--- config.mk ---
export PLATFORM = sky130hd
export DESIGN_NAME = ldpc_dec_mem_ctrl_flat
export DESIGN_NICKNAME = d
export VERILOG_FILES = /design/src/rtl/ldpc_dec_mem_ctrl_if.sv /design/src/rtl/ldpc_dec_mem_ctrl.sv /design/src/flat_wrapper.sv
export SDC_FILE = /design/constraint.sdc
export NUM_CORES = 1
export LEC_CHECK = 0
export ABC_AREA = 0
export BUFFER_PORTS_ARGS = -buffer_cell sky130_fd_sc_hd__buf_2
export CAP_MARGIN = 40
export CORE_ASPECT_RATIO = 0.7
export CORE_MARGIN = 5
export CORE_UTILIZATION = 45
export DETAILED_ROUTE_END_ITERATION = 8
export HOLD_SLACK_MARGIN = 0.15
export SLEW_MARGIN = 15
export SYNTH_ARGS = -nofsm -noshare
export SYNTH_HDL_FRONTEND = slang
export SYNTH_SLANG_ARGS = --single-unit
--- constraint.sdc ---
create_clock -name iclk -period 6.65 [get_ports iclk]
set_input_delay 0.665 -clock iclk [delete_from_list [all_inputs] [get_ports iclk]]
set_output_delay 0.665 -clock iclk [all_outputs]
set_load 0.02 [all_outputs]
--- src/rtl/ldpc_dec_mem_ctrl_if.sv ---
// Memory-side streams of the LDPC layer sequencer: linear read stream into the
// shift-RAM array and the delayed write stream for node engine results.
interface ldpc_dec_mem_ctrl_if #(
  parameter int pADDR_W = 8,
  parameter int pTAG_W  = 2
);
  // Strobe semantics, no backpressure: a beat transfers on every enabled clock
  // where the strobe is high; address and tag are only meaningful with it and
  // read as zero otherwise. The memory cannot stall the sequencer.
  logic              orread;
  logic [pADDR_W-1:0] oraddr;
  logic [pTAG_W-1:0]  ortag;
  logic              owrite;
  logic [pADDR_W-1:0] owaddr;
  logic [pTAG_W-1:0]  owtag;

  modport master (output orread, oraddr, ortag, owrite, owaddr, owtag);
  modport slave  (input  orread, oraddr, ortag, owrite, owaddr, owtag);
endinterface

--- src/rtl/ldpc_dec_mem_ctrl.sv ---
// Layer/iteration sequencer for the LDPC shift-RAM array: read stream per layer,
// matching write stream D cycles later, and a layer barrier until writes retire.
module ldpc_dec_mem_ctrl #(
  parameter int pROW_NUM  = 8,
  parameter int pCOL_NUM  = 16,
  parameter int pADDR_W   = 8,
  parameter int pITER_W   = 5,
  parameter int pMEM_RLAT = 4,
  parameter int pPROC_LAT = 6,
  parameter int pTAG_W    = 2
) (
  input  logic               iclk,
  input  logic               ireset,
  input  logic               iclkena,
  input  logic               istart,
  input  logic [pITER_W-1:0] initer,
  input  logic               iearly_stop,
  ldpc_dec_mem_ctrl_if.master mem,
  output logic [pITER_W-1:0] oiter,
  output logic               obusy,
  output logic               odone,
  output logic [1:0]         ostate
);
  localparam int D  = pMEM_RLAT + pPROC_LAT;
  localparam int LW = (pROW_NUM > 1) ? $clog2(pROW_NUM) : 1;
  localparam int CW = $clog2(pCOL_NUM);
  localparam int DW = $clog2(D + 1);
  localparam int PW = 1 + pADDR_W + pTAG_W;

  if (pROW_NUM < 1 || pCOL_NUM < 2 || pTAG_W < 2 || D < 1 ||
      pROW_NUM * pCOL_NUM > 2 ** pADDR_W) begin : g_param_check
    $error("ldpc_dec_mem_ctrl: parameter out of range");
  end

  typedef enum logic [1:0] {S_IDLE, S_READ, S_DRAIN, S_DONE} state_t;

  state_t             state, state_nxt;
  logic [CW-1:0]      col;
  logic [LW-1:0]      layer;
  logic [pITER_W-1:0] iter, niter;
  logic [pADDR_W-1:0] raddr;
  logic [DW-1:0]      dcnt;
  logic [PW-1:0]      pipe [D];

  logic               col_last, layer_last, drain_end, iter_end;
  logic               rd, busy, done;
  logic [pTAG_W-1:0]  tag;

  assign col_last   = (col == CW'(pCOL_NUM - 1));
  assign layer_last = (layer == LW'(pROW_NUM - 1));
  assign drain_end  = (dcnt == DW'(D));
  // Early stop only matters on the last layer's decision cycle.
  assign iter_end   = iearly_stop ||
                      ((pITER_W+1)'(iter) + (pITER_W+1)'(1) == (pITER_W+1)'(niter));

  always_ff @(posedge iclk) begin
    if (!ireset)      state <= S_IDLE;
    else if (iclkena) state <= state_nxt;
  end

  always_comb begin
    state_nxt = state;
    rd        = 1'b0;
    busy      = 1'b0;
    done      = 1'b0;
    case (state)
      S_IDLE:  if (istart) state_nxt = S_READ;
      S_READ: begin
        rd   = 1'b1;
        busy = 1'b1;
        if (col_last) state_nxt = S_DRAIN;
      end
      S_DRAIN: begin
        busy = 1'b1;
        if (drain_end) state_nxt = (layer_last && iter_end) ? S_DONE : S_READ;
      end
      S_DONE:  begin
        done      = 1'b1;
        state_nxt = S_IDLE;
      end
      default: state_nxt = S_IDLE;
    endcase
  end

  always_comb begin
    tag = '0;
    if (rd) begin
      tag[0] = (col == '0);
      tag[1] = col_last;
    end
  end

  always_ff @(posedge iclk) begin
    if (!ireset) begin
      col   <= '0;
      layer <= '0;
      iter  <= '0;
      niter <= '0;
      raddr <= '0;
      dcnt  <= '0;
      for (int i = 0; i < D; i++) pipe[i] <= '0;
    end else if (iclkena) begin
      case (state)
        S_IDLE: if (istart) begin
          niter <= (initer == '0) ? pITER_W'(1) : initer;
          col   <= '0;
          layer <= '0;
          iter  <= '0;
          raddr <= '0;
        end
        S_READ: begin
          col   <= col_last ? '0 : col + CW'(1);
          raddr <= raddr + pADDR_W'(1);
          dcnt  <= '0;
        end
        S_DRAIN: begin
          // The read address runs linearly across layers; it only rewinds per iteration.
          if (!drain_end) dcnt <= dcnt + DW'(1);
          else if (!layer_last) layer <= layer + LW'(1);
          else begin
            layer <= '0;
            raddr <= '0;
            if (!iter_end) iter <= iter + pITER_W'(1);
          end
        end
        default: ;
      endcase
      pipe[0] <= {rd, (rd ? raddr : '0), tag};
      for (int i = 1; i < D; i++) pipe[i] <= pipe[i-1];
    end
  end

  assign mem.orread = rd;
  assign mem.oraddr = rd ? raddr : '0;
  assign mem.ortag  = tag;
  assign {mem.owrite, mem.owaddr, mem.owtag} = pipe[D-1];
  assign oiter  = iter;
  assign obusy  = busy;
  assign odone  = done;
  assign ostate = state;
endmodule

--- src/flat_wrapper.sv ---
// flat-port wrapper written by rule: the top's interface ports become plain ports
module ldpc_dec_mem_ctrl_flat 
#(
  parameter int pROW_NUM  = 8,
  parameter int pCOL_NUM  = 16,
  parameter int pADDR_W   = 8,
  parameter int pITER_W   = 5,
  parameter int pMEM_RLAT = 4,
  parameter int pPROC_LAT = 6,
  parameter int pTAG_W    = 2
)
  (iclk, ireset, iclkena, istart, initer, iearly_stop, oiter, obusy, odone, ostate, mem_orread, mem_oraddr, mem_ortag, mem_owrite, mem_owaddr, mem_owtag);
  ldpc_dec_mem_ctrl_if #(.pADDR_W(pADDR_W), .pTAG_W(pTAG_W)) mem_i ();
  input  logic iclk;
  input  logic ireset;
  input  logic iclkena;
  input  logic istart;
  input  logic [pITER_W-1:0] initer;
  input  logic iearly_stop;
  output logic [pITER_W-1:0] oiter;
  output logic obusy;
  output logic odone;
  output logic [1:0] ostate;
  output wire logic [$bits(mem_i.orread)-1:0] mem_orread;
  output wire logic [$bits(mem_i.oraddr)-1:0] mem_oraddr;
  output wire logic [$bits(mem_i.ortag)-1:0] mem_ortag;
  output wire logic [$bits(mem_i.owrite)-1:0] mem_owrite;
  output wire logic [$bits(mem_i.owaddr)-1:0] mem_owaddr;
  output wire logic [$bits(mem_i.owtag)-1:0] mem_owtag;
  assign mem_orread = mem_i.orread;
  assign mem_oraddr = mem_i.oraddr;
  assign mem_ortag = mem_i.ortag;
  assign mem_owrite = mem_i.owrite;
  assign mem_owaddr = mem_i.owaddr;
  assign mem_owtag = mem_i.owtag;
  ldpc_dec_mem_ctrl #(.pROW_NUM(pROW_NUM), .pCOL_NUM(pCOL_NUM), .pADDR_W(pADDR_W), .pITER_W(pITER_W), .pMEM_RLAT(pMEM_RLAT), .pPROC_LAT(pPROC_LAT), .pTAG_W(pTAG_W)) u_core (.iclk(iclk), .ireset(ireset), .iclkena(iclkena), .istart(istart), .initer(initer), .iearly_stop(iearly_stop), .mem(mem_i), .oiter(oiter), .obusy(obusy), .odone(odone), .ostate(ostate));
endmodule
==> Word-level counts from Yosys, hierarchy flattened <==
Memories as Yosys holds them, arrays and structs flattened.
Index checks and enable logic that the tools add are counted.
{ "totals": {"reg_bits": 31, "mem_bits_rw": 110, "in_bits": 10, "wordCells": 97, "n_memories": 1} }
{ "classes": {"addsub": 6, "n_eq_ne": 13, "mux": 43, "bitwise_logic": 10, "n_reduce_logical": 17} }
{ "mem_list": {"columns": ["name", "words", "word_bits", "rd", "rd_ports_with_merged_regs", "write_ports", "line", "rtl"], "rows": [
  ["u_core.pipe", 10, 11, 10, 0, 10, "ldpc_dec_mem_ctrl.sv:43", "logic [PW-1:0] pipe [D];"]
]} }
{ "op_table": {"columns": ["operator", "n"], "rows": [
  ["two-way mux 11 bit", 10],
  ["two-way mux 8 bit", 4],
  ["two-way mux 5 bit", 5],
  ["case mux 8 bit (3 select lines)", 1],
  ["case mux 4 bit (2 select lines)", 2],
  ["two-way mux 4 bit", 3],
  ["two-way mux 2 bit", 5],
  ["OR 1 bit", 10],
  ["case mux 5 bit (2 select lines)", 1],
  ["two-way mux 3 bit", 3],
  ["AND reduction 3 bit", 3],
  ["adder 4 x 1 -> 4 bit (second input constant)", 2],
  ["adder 8 x 1 -> 8 bit (second input constant)", 1],
  ["equality test 4 bit (second input constant)", 2],
  ["case mux 2 bit (4 select lines)", 1],
  ["AND reduction 4 bit", 2],
  ["two-way mux 1 bit", 7],
  ["adder 5 x 1 -> 6 bit (second input constant)", 1],
  ["equality test 6 x 5 -> 1 bit", 1],
  ["inequality test 2 x 1 -> 1 bit (second input constant)", 3],
  ["inequality test 2 bit (second input constant)", 3],
  ["case mux 3 bit (2 select lines)", 1],
  ["AND reduction 6 bit", 1],
  ["nonzero test 2 bit", 3],
  ["13 further kinds", 14]
]} }

==> Longest topological paths before layout <==
Gate-level depths: netlist (run 1).
{ "depth": {"depth_word": 7, "mapped_depth": 8, "depth_no_buf": 7} }

==> Worst setup path before layout (run 1) <==
No wires, ideal clock.
{ "synth_timing": {"path_type": "input -> register", "startpoint": "in ireset", "endpoint": "mem u_core.pipe[0][0] in the netlist's numbering (enable)", "setup_time_ns": 0.995, "arrival_time_ns": 2.984, "path_slack_ns": 2.671, "cell_stages": 3, "path_buffers": 2, "cell_sequence": "clkbuf_1 clkbuf_1 nand2_1"} }
{ "synth_lines": {"columns": ["item", "line", "rtl"], "rows": [
  ["start, declared", "flat_wrapper.sv:15", "input logic ireset;"],
  ["end, declared", "ldpc_dec_mem_ctrl.sv:43", null]
]} }

==> results of run 1 <==
## registers in the layout, indices dropped and copies added, names as in the netlist
signal	flops
u_core.col	4
u_core.dcnt	4
u_core.layer	3
u_core.niter	5
u_core.oiter	5
u_core.ostate	2
u_core.pipe	110
u_core.raddr	8
## stage by stage
stage / setup slack (ps) / power, uW / std cells
4_1_cts: 3530 / 2070 / 672
5_1_grt: 3150 / 2120 / 672
6_report: 3540 / 2050 / 672
3_5_place_dp: 3100 / 1140 / 640
3_3_place_gp: 3200 / 1140 / 640
2_1_floorplan: 2670 / 1110 / 471
## path summary, 6_finish.rpt
check / from / end / slack (ps) / depth (start not counted)
worst min register to register: u_core.layer[1]$_SDFFE_PN0P_ / u_core.layer[1]$_SDFFE_PN0P_ / 480 / 2
worst min-delay path: u_core.layer[1]$_SDFFE_PN0P_ / u_core.layer[1]$_SDFFE_PN0P_ / 480 / 2
worst max register to register: u_core.ostate[1]$_SDFFE_PN0P_ / u_core.oiter[3]$_SDFFE_PN0P_ / 3960 / 6
worst max-delay path: ireset / u_core.pipe[0][5]$_SDFFCE_PN0P_ / 3540 / 5
## power breakdown
part	total (uW)	internal [uW]	switching, uW
registers	1010	996	13.1
clock network	928	576	352
logic	111	33.9	76.8
## Yosys cell counts, types with 2 or more instances
| master | count |
|---|---|
| or4_1 | 3 |
| buf_2 | 2 |
| and3_1 | 102 |
| inv_1 | 9 |
| dfxtp_1 | 31 |
| nand2b_1 | 2 |
| nor3_1 | 2 |
| nor2_1 | 35 |
| o21ai_0 | 7 |
| xor2_1 | 11 |
| a21o_1 | 2 |
| nand3_1 | 6 |
| clkbuf_1 | 27 |
| nand2_1 | 16 |
| mux2i_1 | 8 |
| a21oi_1 | 9 |
| nor2b_1 | 6 |
| nand4_1 | 9 |
| o211ai_1 | 2 |
| xnor2_1 | 5 |
| a32oi_1 | 3 |
| buf_4 | 10 |
| nor4_1 | 3 |
| edfxtp_1 | 110 |
| ha_1 | 12 |
| and2_1 | 18 |
## placed cells by master (no fill, tap or decap), drive strengths merged, types with 2 or more instances in the layout
cell type	netlist	routed
o21ai	7	7
clkinv	1	5
clkbuf	27	26
o41ai	2	2
nor4	3	3
nand4	9	9
nand3	7	7
edfxtp	110	110
o211ai	2	2
nor2	35	35
a32oi	3	3
ha	12	12
nand2b	2	2
and3	102	102
or4	3	3
nor2b	6	6
a21oi	9	9
and2	18	18
xnor2	5	5
a21o	2	2
dfxtp	31	31
nor3	2	2
xor2	11	11
buf	13	43
nand2	16	16
mux2i	8	8
inv	9	10
## kinds of logic after synthesis
family,after synthesis
AND/OR/NAND/NOR,207
XOR/XNOR,17
AO/OA/AOI/OAI,36
flip-flops,141
adder cells (fa/ha/maj),12
multiplexers,8
buffers and inverters,50
## worst register-to-register path, stage by stage (launching register included)
cell and delay (ps):
dfxtp_1 450, ha_1 670, and4b_1 410, o211ai_1 280, or4_1 590, nor2_1 110
a311o_1 130
## routing by layer
| layer | routed length (um) | track usage [%] |
|---|---|---|
| met1 | 5250 | 18.7 |
| met2 | 4490 | 19.5 |
| met3 | 442 | 4.22 |
| met4 | 88 | 4.94 |
| met5 | 0 | 0 |
## area by class of cell
| class | count | area [sq um] |
|---|---|---|
| fillers | 1151 | 6290 |
| well taps | 166 | 208 |
| repair buffers | 43 | 223 |
| inverters | 10 | 37.5 |
| flip-flops and latches | 141 | 3920 |
| clock inverters | 6 | 45.0 |
| multi-input cells | 280 | 1860 |
| clock buffers | 26 | 553 |
==> impl_metrics.yaml, run 1 <==
clock_network:
  insertion_delay_ps: 410
  cts.path.max_buffers: 2
  htreeDepth: 4
  cts-hold-fix-buffers: 0
  ctsRootBufferMaster: "clkbuf_16"
  cts_resized: 0
  cts_tree: "built"
  post_cts_buffers: 0
  cts.clk_slew.worst_paths_ps: 60
  cts.sinks: 141
  cts-buffers-inserted: 17
cells_and_area:
  drive_above_1_share_pct: 15.0
  final_nets: 515
  area_delta_synth_final_pct: 13.9
  utilization_pct: 52.1
  stdcell_area_sq_um: 6850
  antennaDiodeCount: 0
synth:
  synth_top_area_share_pct: 55.0
  synth_fp_nets: 493
  synth_xor_area_share_pct: 2.71
  synth-edff-count: 110
  ys_seq_elements: 141
  synth_top_area_cell: "edfxtp_1"
  synth.distinct_cells: 47
  yosys.area_share.simple_pct: 19.5
  syn_avg_cell_area_sq_um: 12.8
  async_flop_share_pct: 0
  yosysSeqAreaShare_pct: 65.3
  yosys_most_used_dff: "edfxtp_1"
  syn_area_sq_um: 6010
  synth-compound-area-share_pct: 4.73
  muxShareOfSynthArea_pct: 1.33
  yosys.area_share.adder_pct: 2.50
  synth_top_family_by_area: "simple AND/OR/NAND/NOR gates"
  synth-warning-count: 0
  synth_area_leaders: "edfxtp_1 55%, and3_1 11%, dfxtp_1 10%, ha_1 2.5%, nor2_1 2.2%"
  netlist_instances: 471
sta:
  fmax_mhz: 321
  skew_ps: 13.9
  hold_viol_final: 0
  fin_crit_sh_pct: 46.8
  setup_viol_count_final: 0
  finalMaxSlewViolations: 0
  setup_tns_ps: 0
  max_slew.worst_pin.slew_ps: 799
  rsz0062_at_grt: "false"
  hold_ws_ps: 482
  fin_crit_ps: 3110
  slew_headroom_pct: 46.7
route:
  routed_via_density: 5.29
  totalWireLength_um: 10300
  drtIter0Drc: 236
  drc: 0
  wl_per_cell_um: 15.3
  vias: 3553
  dr.pass1.iters: 4
  ant_nets: 0
global_route:
  grtUsageTotal_pct: 13.3
  grt_pass1_vias: 3443
  grt_pass1_wl_um: 16900
  grt_max_degree: 108
  antenna_found_initial: 0
  grt-ovfl-total: 0
worst_setup_path:
  critical_path_arrival_ps: 3390
  path_cells: "buf_2, buf_4, clkinv_1, nor3_1, and2_1"
  max_stage_delay_ps: 770
  crit_buf_inv: 3
  critPathLaunchType: "input port"
  crit_family: "buffers and inverters"
  crit_type: "in -> reg"
  worstPathRequired_ps: 6930
  cp_slowest_cell: "nor3_1"
  crit_path_end_kind: "flip-flop"
  cp_max_fo: 62
flow_run:
  cap_violations: 0
die:
  chipWidth_um: 148
  dieArea_sq_um: 15800
  die_y_um: 107
  start_util_pct: 45.8
  rows: 35
  core-area_sq_um: 13100
  ios: 41
placed_design:
  place_congestion: 0.798
  hpwl_um: 6040
  post_dp_cell_area_sq_um: 6250
  io_buffers: 40
power_and_ir_drop:
  p_leak_uw: 0.00306
  powerDensity_nw_per_um2: 299
  max-vdd-ir-drop_uv: 164
hold_path:
  holdCritPathClass: "reg -> reg"
run_status:
  status: "completed"
Note: power is estimated with default switching activity, not from simulation.
==> run 2: changes to the inputs <==
Clock period 6.65 ns to 2.8 ns, I/O delays scaled along.
==> run 2 against run 1 <==
Sequential share of layout area is 0.72 points lower. Final cell count is 1.5% higher. Via count is 1.6% higher. Hold slack worse by 260 ps. Cell area is 1.3% higher. Non-clock buffer count is 10 higher. Combinational power grew to 2.5 times the previous value. Worst setup slack worse by 3200 ps. Sequential power is 140% higher. Largest power group unchanged.
==> impl_metrics.yaml, run 2 (synthesis results as in run 1) <==
run_status:
  status: "completed"
flow_run:
  cap_violations: 0
worst_setup_path:
  critPathLaunchType: "flip-flop"
  path_cells: "inv_1, ha_1, nand2_1, nor3_1, buf_2"
  cp_slowest_cell: "ha_1"
  critical_path_arrival_ps: 2170
  reg2reg_from: "u_core.ostate[1]$_SDFFE_PN0P_"
  crit_type: "reg -> out"
  worstPathRequired_ps: 2520
  crit_path_end_kind: "output pin"
  startpoint: "u_core.ostate[1]$_SDFFE_PN0P_"
  max_stage_delay_ps: 560
  cp_max_fo: 19
  crit_family: "adder cells"
  crit_buf_inv: 2
sta:
  fmax_mhz: 407
  setup_viol_count_final: 0
  hold_viol_final: 0
  rsz0062_at_grt: "false"
  fin_crit_ps: 2450
  hold_ws_ps: 225
  max_slew.worst_pin.slew_ps: 667
  setup_tns_ps: 0
  finalMaxSlewViolations: 0
  slew_headroom_pct: 55.5
  skew_ps: 11.4
  fin_crit_sh_pct: 87.6
placed_design:
  io_buffers: 40
  dp_cells: 646
  place_congestion: 0.818
  hpwl_um: 5960
  post_dp_cell_area_sq_um: 6310
cells_and_area:
  mostFrequentLayoutCells: "110 x edfxtp_1, 102 x and3_1, 40 x buf_2"
  final_common_cell: "edfxtp_1"
  drive_above_1_share_pct: 16.3
  area_delta_synth_final_pct: 15.4
  regMostFlops: "u_core.pipe"
  antennaDiodeCount: 0
  reg_top3: "u_core.pipe x110, u_core.raddr x8"
  final_nets: 525
  layoutNonFillerInstCount: 682
  stdcell_area_sq_um: 6940
  largest_register_ffs: 110
  fill_cells: 1122
power_and_ir_drop:
  clock_power_share_pct: 45.1
  seq_power_share_pct: 49.1
  max-vdd-ir-drop_uv: 437
  powerDensity_nw_per_um2: 703
  p_int_uw: 3780
  combPwrFrac_pct: 5.8
  switching_share_pct: 22.4
  power_switching_uw: 1090
  p_leak_uw: 0.00310
clock_network:
  insertion_delay_ps: 410
  cts_resized: 0
  cts.clk_slew.worst_paths_ps: 70
  cts.path.max_buffers: 2
  cts.sinks: 141
  ctsRootBufferMaster: "clkbuf_16"
  cts-buffers-inserted: 17
  cts_tree: "built"
  post_cts_buffers: 0
  htreeDepth: 4
  cts-hold-fix-buffers: 4
global_route:
  grt_max_degree: 111
  grt_pass1_wl_um: 16900
  antenna_found_initial: 0
  grt-ovfl-total: 0
  grt_pass1_vias: 3442
  grtUsageTotal_pct: 13.4
hold_path:
  holdCritPathClass: "in -> reg"
  min_from: "initer[0]"
route:
  ant_nets: 0
  routed_via_density: 5.29
  drtIter0Drc: 200
  drc: 0
  vias: 3611
  totalWireLength_um: 10200
  dr.pass1.iters: 4
  wl_per_cell_um: 14.9
die:
  chipWidth_um: 148
  rows: 35
  dieArea_sq_um: 15800
  ios: 41
  core-area_sq_um: 13100
  die_y_um: 107
  start_util_pct: 45.8
==> run 2: changes by cell type in the layout (fill, tap and decap cells not counted), moves of 2 or more <==
cell	change
buf_4	+5
dlygate4sd3_1	+4
inv_6	+4
clkbuf_1	-3
clkbuf_16	-3
clkbuf_8	-3
bufinv_16	+2
==> run 2: worst paths after layout <==
kind	cells after the start	slack, ps	to
max reg2reg	6	560	u_core.raddr[7]$_SDFFE_PN0P_
min reg2reg	2	480	u_core.layer[1]$_SDFFE_PN0P_
max	5	350	mem_ortag[0]
min	5	230	u_core.niter[0]$_SDFFE_PN0P_
==> run 2: power groups by stage <==
stage               registers [uW]  clock network, uW  logic, uW
finish                        2390               2200        282
CTS                           2390               2270        284
global placement              2430                  0        273
detailed placement            2440                  0        279
global route                  2400               2360        312
floorplan                     2440                  0        205
==> run 2: worst reg2reg max path: stages, from the launching register on <==
cell,delay [ps]
dfxtp_1,450
inv_1,100
ha_1,260
nor2b_1,210
a2111oi_4,650
a21o_1,370
nor2_1,90
==> run 2: through the flow <==
stage          total power [uW]  util, %  setup slack (ps)
6_report                   4880     52.8               346
5_1_grt                    5080     52.8              97.0
4_1_cts                    4950     52.8               287
3_5_place_dp               2720     48.0               581
3_3_place_gp               2710     48.0               722
2_1_floorplan              2640        -               315
==> run 2: cell type report <==
type	count	area, sq um	area share [%]
tap	166	208	2.99
clock buffer	17	425	6.13
timing repair buffer	53	320	4.62
inverter	10	37.5	0.541
sequential	141	3920	56.6
multi-input combinational	280	1860	26.8
clock inverter	15	163	2.34
==> run 2: per-layer routing <==
| layer | GRT usage, % | routed length [um] | up-vias |
|---|---|---|---|
| met5 | 0 | 0 | - |
| met4 | 6.20 | 163 | 0 |
| met3 | 4.10 | 525 | 12 |
| met2 | 18.8 | 4370 | 77 |
| met1 | 19.1 | 5120 | 1728 |
| li1 | - | - | 1794 |
==> run 3: changes to the inputs <==
Settings changed: CORE_MARGIN 5 to unset.
==> run 3 against run 2 <==
Combinational power is 1% lower. Critical endpoint unchanged. Clock power down 6%. Highest routed layer unchanged. Routed wire length fell by 4.8%. Non-clock buffer count up 1. Cell area decreased by 0.49%. Sequential power about the same. Clock-buffer cell count grew 2.
==> impl_metrics.yaml, run 3 (synthesis results as in run 1) <==
run_status:
  status: "completed"
clock_network:
  insertion_delay_ps: 410
  cts-buffers-inserted: 17
  cts_tree: "built"
  ctsRootBufferMaster: "clkbuf_16"
  cts.path.max_buffers: 2
  cts.sinks: 141
  post_cts_buffers: 0
  cts_resized: 0
  htreeDepth: 4
  cts-hold-fix-buffers: 4
  cts.clk_slew.worst_paths_ps: 70
worst_setup_path:
  worstPathRequired_ps: 2520
  crit_path_end_kind: "output pin"
  critical_path_arrival_ps: 2050
  crit_type: "reg -> out"
  cp_max_fo: 19
  path_cells: "inv_1, ha_1, nand2_1, nor3_1, buf_2"
  cp_slowest_cell: "ha_1"
  crit_family: "adder cells"
  max_stage_delay_ps: 510
  crit_buf_inv: 2
  critPathLaunchType: "flip-flop"
cells_and_area:
  final_common_cell: "edfxtp_1"
  reg_top3: "u_core.pipe x110, u_core.raddr x8"
  layoutNonFillerInstCount: 679
  seq_area_sq_um: 3920
  multiInputGateArea_sq_um: 1860
  area_delta_synth_final_pct: 14.8
  regMostFlops: "u_core.pipe"
  largest_register_ffs: 110
  utilization_pct: 54.3
  mostFrequentLayoutCells: "110 x edfxtp_1, 102 x and3_1, 40 x buf_2"
  antennaDiodeCount: 0
  fill_cells: 1058
  final_nets: 526
  drive_above_1_share_pct: 16.2
global_route:
  grt_pass1_wl_um: 16800
  grt_pass1_vias: 3432
  grtUsageTotal_pct: 15.6
  grt_max_degree: 102
  grt-ovfl-total: 0
  antenna_found_initial: 0
route:
  routed_via_density: 5.20
  totalWireLength_um: 9690
  vias: 3533
  wl_per_cell_um: 14.3
  ant_nets: 0
  drc: 0
  drtIter0Drc: 217
  dr.pass1.iters: 4
sta:
  finalMaxSlewViolations: 0
  slew_headroom_pct: 52.3
  fin_crit_sh_pct: 83.2
  rsz0062_at_grt: "false"
  hold_ws_ps: 198
  setup_tns_ps: 0
  fmax_mhz: 429
  fin_crit_ps: 2330
  setup_viol_count_final: 0
  hold_viol_final: 0
  max_slew.worst_pin.slew_ps: 716
  skew_ps: 10.6
power_and_ir_drop:
  max-vdd-ir-drop_uv: 508
  p_leak_uw: 0.00308
  powerDensity_nw_per_um2: 687
die:
  chipWidth_um: 140
  rows: 34
  dieArea_sq_um: 13800
  ios: 41
  start_util_pct: 47.3
  die_y_um: 98.7
  core-area_sq_um: 12700
placed_design:
  hpwl_um: 5690
  io_buffers: 40
  place_congestion: 0.820
  dp_cells: 643
flow_run:
  cap_violations: 0
hold_path:
  holdCritPathClass: "in -> reg"
-- run 3: report_power, final --
group          leakage (uW)  internal (uW)  total [uW]  switching (uW)
logic               0.00135           93.4         278             184
clock network      0.000255           1220        2070             848
registers           0.00147           2360        2390            29.1
total               0.00308           3680        4740            1060
-- run 3: final timing paths --
| path | startpoint | end | slack [ps] | cells past startpoint |
|---|---|---|---|---|
| worst max-delay path | u_core.ostate[1]$_SDFFE_PN0P_ | mem_ortag[0] | 470 | 5 |
| worst min-delay path | initer[0] | u_core.niter[0]$_SDFFE_PN0P_ | 200 | 5 |
| worst max register to register | u_core.layer[0]$_SDFFE_PN0P_ | u_core.raddr[5]$_SDFFE_PN0P_ | 590 | 7 |
| worst min register to register | u_core.layer[1]$_SDFFE_PN0P_ | u_core.layer[1]$_SDFFE_PN0P_ | 490 | 2 |
-- run 3: worst register-to-register path: stages (launching register included) --
cell	delay, ps
dfxtp_1	370
ha_1	170
ha_1	250
nand4b_1	180
a2111oi_4	680
nand4_1	200
xor2_1	170
nor2_1	60
-- run 3: through the flow --
stage          area (sq um)  setup WS, ps  total power, uW
2_1_floorplan          6010           315             2640
3_3_place_gp           6310           691             2710
3_5_place_dp           6310           664             2710
4_1_cts                6900           461             4800
5_1_grt                6900           263             4920
6_report               6900           471             4740
-- run 3: routing by layer --
metal / wire length (um) / vias to the layer above / track usage [%]
li1: - / 1786 / -
met1: 5090 / 1673 / 22.2
met2: 4070 / 60 / 21.8
met3: 362 / 14 / 4.52
met4: 172 / 0 / 7.78
met5: 0 / - / 0
-- run 3: final cells by class --
cell class              instances  area share (%)
inverters                      10           0.544
flip-flops and latches        141            56.8
clock buffers                  19            6.27
repair buffers                 54            4.75
well taps                     162            2.94
multi-input cells             280            26.9
clock inverters                13            1.72
